===== src/rtl/pwm_pkg.sv =====
// Shared constants for the PWM capture block and the PWM generator:
// prescaler defaults, period counter width, timeout limit and FSM encoding.
package pwm_pkg;

  localparam int DVSR_FAST_DEF = 10416;
  localparam int DVSR_SLOW_DEF = 200000;
  localparam int PERIOD_W      = 8;

  localparam logic [PERIOD_W-1:0] TIMEOUT_LIMIT = 8'd255;

  localparam logic [1:0] ST_IDLE = 2'd0;
  localparam logic [1:0] ST_HIGH = 2'd1;
  localparam logic [1:0] ST_LOW  = 2'd2;

endpackage


===== src/rtl/pwm_edge_sync.sv =====
// Two-flop synchronizer for the asynchronous PWM input plus rise/fall detection.
// rise_pre is the combinational detect; rise/fall are the same detects one clock later.
module pwm_edge_sync (
  input  logic clk_i,
  input  logic rst_i,
  input  logic pwm_i,
  output logic rise_pre,
  output logic rise,
  output logic fall
);

  logic sync_p0;
  logic sync_p1;
  logic sync_p2;

  assign rise_pre = sync_p1 & ~sync_p2;

  always_ff @(posedge clk_i or posedge rst_i) begin
    if (rst_i) begin
      sync_p0 <= 1'b0;
      sync_p1 <= 1'b0;
      sync_p2 <= 1'b0;
      rise    <= 1'b0;
      fall    <= 1'b0;
    end else begin
      sync_p0 <= pwm_i;
      sync_p1 <= sync_p0;
      sync_p2 <= sync_p1;
      // detect stage: 2nd flop against the delayed 3rd flop
      rise    <= sync_p1 & ~sync_p2;
      fall    <= ~sync_p1 & sync_p2;
    end
  end

endmodule


===== src/rtl/pwm_capture.sv =====
// PWM duty/period capture: prescaled tick counting of high time and period,
// with timeout on a stuck input and restart on prescaler selection change.
module pwm_capture
  import pwm_pkg::*;
#(
  parameter int WIDTH     = 7,
  parameter int DVSR_FAST = DVSR_FAST_DEF,
  parameter int DVSR_SLOW = DVSR_SLOW_DEF
) (
  input  logic                clk_i,
  input  logic                rst_i,
  input  logic                pwm_i,
  input  logic                sel_i,
  output logic [WIDTH-1:0]    duty_o,
  output logic [PERIOD_W-1:0] period_o,
  output logic                valid_o,
  output logic                timeout_o
);

  localparam int DVSR_MAX = (DVSR_SLOW > DVSR_FAST) ? DVSR_SLOW : DVSR_FAST;
  localparam int PS_W     = $clog2(DVSR_MAX + 1);
  localparam logic [PS_W-1:0] PS_FAST = PS_W'(DVSR_FAST);
  localparam logic [PS_W-1:0] PS_SLOW = PS_W'(DVSR_SLOW);

  logic                rise_pre;
  logic                rise;
  logic                fall;
  logic                sel_q;
  logic                sel_chg;
  logic                tick;
  logic                rise_accept;
  logic [PS_W-1:0]     ps_cnt;
  logic [PS_W-1:0]     dvsr;
  logic [1:0]          state;
  logic [WIDTH-1:0]    hcnt;
  logic [PERIOD_W-1:0] pcnt;

  function automatic logic [WIDTH-1:0] sat_inc_duty(input logic [WIDTH-1:0] v);
    return (&v) ? v : v + WIDTH'(1);
  endfunction

  function automatic logic [PERIOD_W-1:0] sat_inc_period(input logic [PERIOD_W-1:0] v);
    return (&v) ? v : v + PERIOD_W'(1);
  endfunction

  pwm_edge_sync u_edge_sync (
    .clk_i    (clk_i),
    .rst_i    (rst_i),
    .pwm_i    (pwm_i),
    .rise_pre (rise_pre),
    .rise     (rise),
    .fall     (fall)
  );

  assign sel_chg = sel_i ^ sel_q;
  assign dvsr    = sel_q ? PS_SLOW : PS_FAST;
  assign tick    = (ps_cnt == dvsr);

  // The prescaler restarts on the early detect so the FSM, acting one clock
  // later, never sees a tick on the same edge as the rise it accepts.
  assign rise_accept = rise_pre & ((state != ST_HIGH) | fall) & ~sel_chg;

  always_ff @(posedge clk_i or posedge rst_i) begin
    if (rst_i) begin
      ps_cnt <= '0;
    end else if (sel_chg || rise_accept || tick) begin
      ps_cnt <= '0;
    end else begin
      ps_cnt <= ps_cnt + PS_W'(1);
    end
  end

  always_ff @(posedge clk_i or posedge rst_i) begin
    if (rst_i) begin
      sel_q     <= 1'b0;
      state     <= ST_IDLE;
      hcnt      <= '0;
      pcnt      <= '0;
      duty_o    <= '0;
      period_o  <= '0;
      valid_o   <= 1'b0;
      timeout_o <= 1'b0;
    end else begin
      sel_q   <= sel_i;
      valid_o <= 1'b0;
      if (sel_chg) begin
        state <= ST_IDLE;
        hcnt  <= '0;
        pcnt  <= '0;
      end else begin
        case (state)
          ST_IDLE: begin
            if (rise) begin
              state     <= ST_HIGH;
              hcnt      <= '0;
              pcnt      <= '0;
              timeout_o <= 1'b0;
            end
          end
          ST_HIGH: begin
            if (fall) begin
              state <= ST_LOW;
            end else if (tick) begin
              if (pcnt == TIMEOUT_LIMIT) begin
                duty_o    <= '1;
                period_o  <= '0;
                valid_o   <= 1'b1;
                timeout_o <= 1'b1;
                hcnt      <= '0;
                pcnt      <= '0;
                state     <= ST_IDLE;
              end else begin
                hcnt <= sat_inc_duty(hcnt);
                pcnt <= sat_inc_period(pcnt);
              end
            end
          end
          ST_LOW: begin
            if (rise) begin
              duty_o   <= hcnt;
              period_o <= pcnt;
              valid_o  <= 1'b1;
              hcnt     <= '0;
              pcnt     <= '0;
              state    <= ST_HIGH;
            end else if (tick) begin
              if (pcnt == TIMEOUT_LIMIT) begin
                duty_o    <= '0;
                period_o  <= '0;
                valid_o   <= 1'b1;
                timeout_o <= 1'b1;
                hcnt      <= '0;
                pcnt      <= '0;
                state     <= ST_IDLE;
              end else begin
                pcnt <= sat_inc_period(pcnt);
              end
            end
          end
          default: state <= ST_IDLE;
        endcase
      end
    end
  end

endmodule


===== config.mk =====
export PLATFORM = sky130hd
export DESIGN_NAME = pwm_capture
export DESIGN_NICKNAME = d
export VERILOG_FILES = /design/src/rtl/pwm_pkg.sv /design/src/rtl/pwm_edge_sync.sv /design/src/rtl/pwm_capture.sv
export SDC_FILE = /design/constraint.sdc
export NUM_CORES = 1
export LEC_CHECK = 0
export CORE_MARGIN = 1.5
export CORE_UTILIZATION = 60
export CTS_BUF_LIST = sky130_fd_sc_hd__clkbuf_8
export DETAILED_ROUTE_END_ITERATION = 8
export PLACE_DENSITY = 0.84
export SLEW_MARGIN = 40
export SYNTH_ARGS = -nofsm -noshare
export SYNTH_HDL_FRONTEND = slang
export SYNTH_SLANG_ARGS = --single-unit

===== constraint.sdc =====
create_clock -name clk_i -period 3.5 [get_ports clk_i]
set_input_delay 0.525 -clock clk_i [delete_from_list [all_inputs] [get_ports clk_i]]
set_output_delay 0.525 -clock clk_i [all_outputs]
set_load 0.1 [all_outputs]

# Word-level counts from Yosys, hierarchy flattened
# Cells that the tools add are included.
# classes
magnitude_cmp,0
addsub,3
n_bitwise,9
n_reduce_logical,13
muxes,49
shift,0
n_div,0
n_eq_ne,18
n_mul,0
# ops
operator,n
7-bit two-way mux,13
8-bit two-way mux,11
18-bit two-way mux,2
8-bit one-hot mux with 3 select lines,1
7-bit one-hot mux with 3 select lines,1
7-bit AND reduction,3
"18-bit by 1-bit adder with 18-bit output, second input constant",1
18-bit == test,1
8-bit one-hot mux with 2 select lines,1
7-bit one-hot mux with 2 select lines,1
2-bit two-way mux,6
1-bit two-way mux,10
"3-bit by 2-bit != test with 1-bit output, second input constant",3
"8-bit by 1-bit adder with 8-bit output, second input constant",1
"8-bit == test, second input constant",1
"2-bit != test, second input constant",4
"4-bit by 3-bit != test with 1-bit output, second input constant",2
8-bit AND reduction,1
"7-bit by 1-bit adder with 7-bit output, second input constant",1
"3-bit != test, second input constant",2
2-bit one-hot mux with 3 select lines,1
3-bit AND reduction,2
5-bit AND reduction,1
1-bit AND,4
other kinds (14),18
# totals
ff_bits,58
mem_count,0
wordCells,106
output_inout_bits,17
mem_bits_rw,0
inputBits,4
romBits,0
latchBits,0

# Depth between registers and ports, before layout
# logic_depth
ltp_word,7
ltp_mapped,9

# Cells and area by module
# From an unflattened synthesis, not the netlist that was laid out.
# unflattened
hier_cells,288
area_unflattened_um2,2945.3
# by_module_without_submodules
module,area_per_inst_um2,instances,cells_per_inst,seq_area_each_um2
pwm_capture,2801.4,1,280,1326.3
pwm_edge_sync,143.9,1,8,125.1

# Worst setup path after synthesis
# No wires, ideal clock.
# synth_path
path_type,register -> register
start,reg state[1]
end,reg hcnt[5]
stages_incl_launch_ff,10
n_path_buf,2
setup_time_ns,0.104
period_less_slack_ns,2.386
arrival_ns,2.283
slack_ns,1.114
cell_sequence,dfrtp_1 -> inv_1 -> ha_1 -> buf_2 -> and2_1 -> o31ai_2 -> o31ai_2 -> or3_1 -> buf_2 -> o41ai_2
# synth_via
elab_chain_len,3
word_cells_on_any_way,13
cone_classes,8 x eq/ne; 2 x mux; 3 x reduce/logical
# synth_lines
element,line_no,text
"start, declared",pwm_capture.sv:34,logic [1:0] state;
"start signal, assigned",pwm_capture.sv:76,state <= ST_IDLE;
"start signal, assigned",pwm_capture.sv:87,state <= ST_IDLE;
"start signal, assigned",pwm_capture.sv:94,state <= ST_HIGH;
"2-bit == test, or another cell as far along",pwm_capture.sv:91,case (state)
"4-bit by 3-bit != test with 1-bit output (no source line), or another cell as far along",--,
7-bit AND reduction (no source line) / 7-bit two-way mux (equally long branches),--,
"end signal, assigned",pwm_capture.sv:113,hcnt <= sat_inc_duty(hcnt);
"end, declared",pwm_capture.sv:35,logic [WIDTH-1:0] hcnt;
# Several ways; a longest one is shown, not always the timed one.
# A chain may end at the register's enable or synchronous reset.

# Final worst setup path
# layout_path
start,reg state[0]
end,reg hcnt[5]
# The elaborated chain is that of the path after synthesis.

==> results.md <==
* Initial core utilization at 62.0%
* Full die area at 0.00527 mm2
* Top delay family on crit path: compound AO/OA/AOI/OAI gates
* Nets@finish at 321
* Synth async-reset ratio at 100%
* CTS root buffer: clkbuf_8
* Clock Tree Buf Depth at 2
* Setup Buffers After CTS at 0
* Diodes inserted at 0
* WS Path Type: flop to flop
* CP max stage cell: or3_1
* Flop pwr share at 44.9%
* Hold Startpoint: u_edge_sync.sync_p0
* Top layer in use: met4
* Cell Area, Synth at 0.00291 mm2
* Number of synthesized flops with an enable pin at 0
* Pre-CTS setup slack at 0.844 ns
* First-pass GRT wire length at 9670 um
* Met3 wire len at ~260 um
* Flops & latches, synth at between 50 and 60
* WL met1 at 2680 um
* Post-synth cell types at 45
* Launching point of the worst reg2reg path: state[0]
* Synth warn at 0
* Tot GR Track Use at between 20% and 30%
* Largest net degree at the start of global routing at 59
* Std cell rows at 25
* Clock transition at path regs at approximately 0.070 ns
* VDD IR max at about 0.30 mV
* Crit-path max FO at 13
* NetSw at 459 uW
* Mapped Cells at 281
* Worst Max-Slew Pin Slew at 0.705 ns
* Starting DRT DRC Count at ~200
* Post-Syn Nets at 293
* Top post-synthesis cells by area: dfrtp_1 (50%), nor2_1 (4.4%), xor2_1 (3.9%)
* Worst slew margin at 53.0%
* CP Cell Sequence: inv_1, ha_1, nor3_1, o31ai_2, o31ai_2, or3_1, o41ai_2
* Top-count cell post-synth: dfrtp_1
* Clock Power Share at 39.5%
* Routed len/inst at between 15 and 20 um
* Comb pwr share at between 10% and 20%
* Worst skew pair latency at 0.34 ns
* Fmax at 373 MHz
* Share of cells above drive strength 1 at 16.6%
* Post-synth top area cell: dfrtp_1
* Final Hold Fails at 0
* Post-synth top flop: dfrtp_1
* Hold Path Class: flop to flop
* Max-cap violations at 0
* Vias in the first global route at 2131
* Run status: complete, no violations
* Area Overhead vs Synth at 13.1%
* Die Y at about 73 um
* Pleak at 0.00142 uW
* TritonCTS clock tree: done
* P per Cell Area at 483 mW/mm2
* Share of the synthesized area in the top cell type at approximately half
* IO buf count at 20
* Routed wl met2 at 2590 um
* DRC at 0
* Cts-stage hold buffer count at 0
* Final instance area at 0.00329 mm2
* Most used cell, CP: o31ai_2
* Resized Gates After CTS at 0
* Setup TNS at 0 ns
* Clock sinks at between 50 and 60
* Initial antenna violation count at 0
* Post-DP HPWL at 3800 um
* CP Launch Type: flop
* Unrepaired setup endpoints after global routing: false
* Routed WL at 5590 um
* Total gr overflow at 0
* Setup Skew at between 0.008 and 0.009 ns
* Period utilization at 76.6%
* H-tree depth at 3
* Slew Limit Fails at 0
* CTS Buf Count at 9
* Pre-antenna DRT Iters at 4
* Final setup margin at 0.821 ns
* Io pins at 21
* Internal power at 1130 uW
* CP arrival at just under 3 ns
* Core area at 0.00469 mm2
* Fillers at 340
* # setup viols final at 0
* Min cycle time layout at 2.68 ns
* Register area share after synthesis at 49.9%
* Vias at 2187
* Post-DP Area at 0.00309 mm2
* Setup crit start: state[0]
* Commonest cells post-synth: dfrtp_1 (58), nor2_1 (34), nand2_1 (29)
* Post-Syn Area per Cell at 10.3 um2
* Antenna viol nets, final at 0
* Sw Share at 28.9%
* Worst Path Required at 3.74 ns
* Die W at 72.6 um
* Gpl congestion at 0.902
* CP Buf/Inv Count at 1
* Worst Setup End Kind: flop
* Max incr delay on CP at roughly 0.51 ns
* Via-to-Cell Ratio at 5.96
[flip-flops by register name, indices dropped and copies added (netlist names), 2 cells and up]
signal	flops
pcnt	8
duty_o	7
hcnt	7
ps_cnt	18
period_o	8
state	2
[worst paths after layout]
kind / to / slack, ns / cells past startpoint
max in group asynchronous: duty_o[4] / 2.32 / 3
worst max register to register: hcnt[5] / 0.82 / 7
min in group asynchronous: ps_cnt[3] / 0.70 / 3
worst min-delay path: u_edge_sync.sync_p1 / 0.35 / 0
worst min register to register: u_edge_sync.sync_p1 / 0.35 / 0
worst max-delay path: hcnt[5] / 0.82 / 7
[layout by cell type (no fill, tap or decap), types with 9 or more instances in the layout]
cell,count
dfrtp_1,58
nor2_1,34
nand2_1,29
buf_2,17
nand3_1,13
xor2_1,13
clkbuf_8,12
inv_1,10
o21ai_0,9
o31ai_1,9
[cells by family (layout without fill, tap and decap cells)]
kind of cell,count (synthesis),after routing,share of synthesized area (%)
xor gates and xnor gates,19,19,5.72
and+or+nand+nor,116,116,20.2
AOI/OAI and AO/OA,55,55,15.1
DFF,58,58,49.9
buffers and inverters,16,48,2.24
adders and majority gates,8,8,3.44
muxes,9,9,3.40
[area by class of cell]
class	count	area (um2)	area share [%]
Clock buffer	12	165	5.02
Inverter	10	37.5	1.14
Clock inverter	3	38.8	1.18
Sequential cell	58	1450	44.1
Tap cell	54	67.6	2.05
Multi-Input combinational cell	207	1390	42.3
Timing Repair Buffer	23	138	4.18
[stage by stage]
step	util, %	hold slack, ns	cells	total power, uW
6_report	70.1	0.349	367	1590
5_1_grt	70.1	0.373	367	1650
4_1_cts	70.1	0.354	367	1600
3_5_place_dp	65.8	0.340	352	974
3_3_place_gp	67.6	0.331	352	981
2_1_floorplan	-	0.331	281	923
[power groups by stage]
| stage | sequential (uW) | clock, uW | combinational, uW |
|---|---|---|---|
| after floorplan | 824 | 0 | 98.5 |
| after global placement | 724 | 0 | 257 |
| after detailed placement | 726 | 0 | 247 |
| after CTS | 714 | 641 | 249 |
| after global routing | 717 | 667 | 267 |
| final | 714 | 628 | 247 |
[routing by layer]
layer,vias to the layer above,track usage [%]
li1,1066,-
met1,1070,32.4
met2,44,37.0
met3,7,6.63
met4,0,11.5
met5,-,0
(Power assumes the default switching activity.)
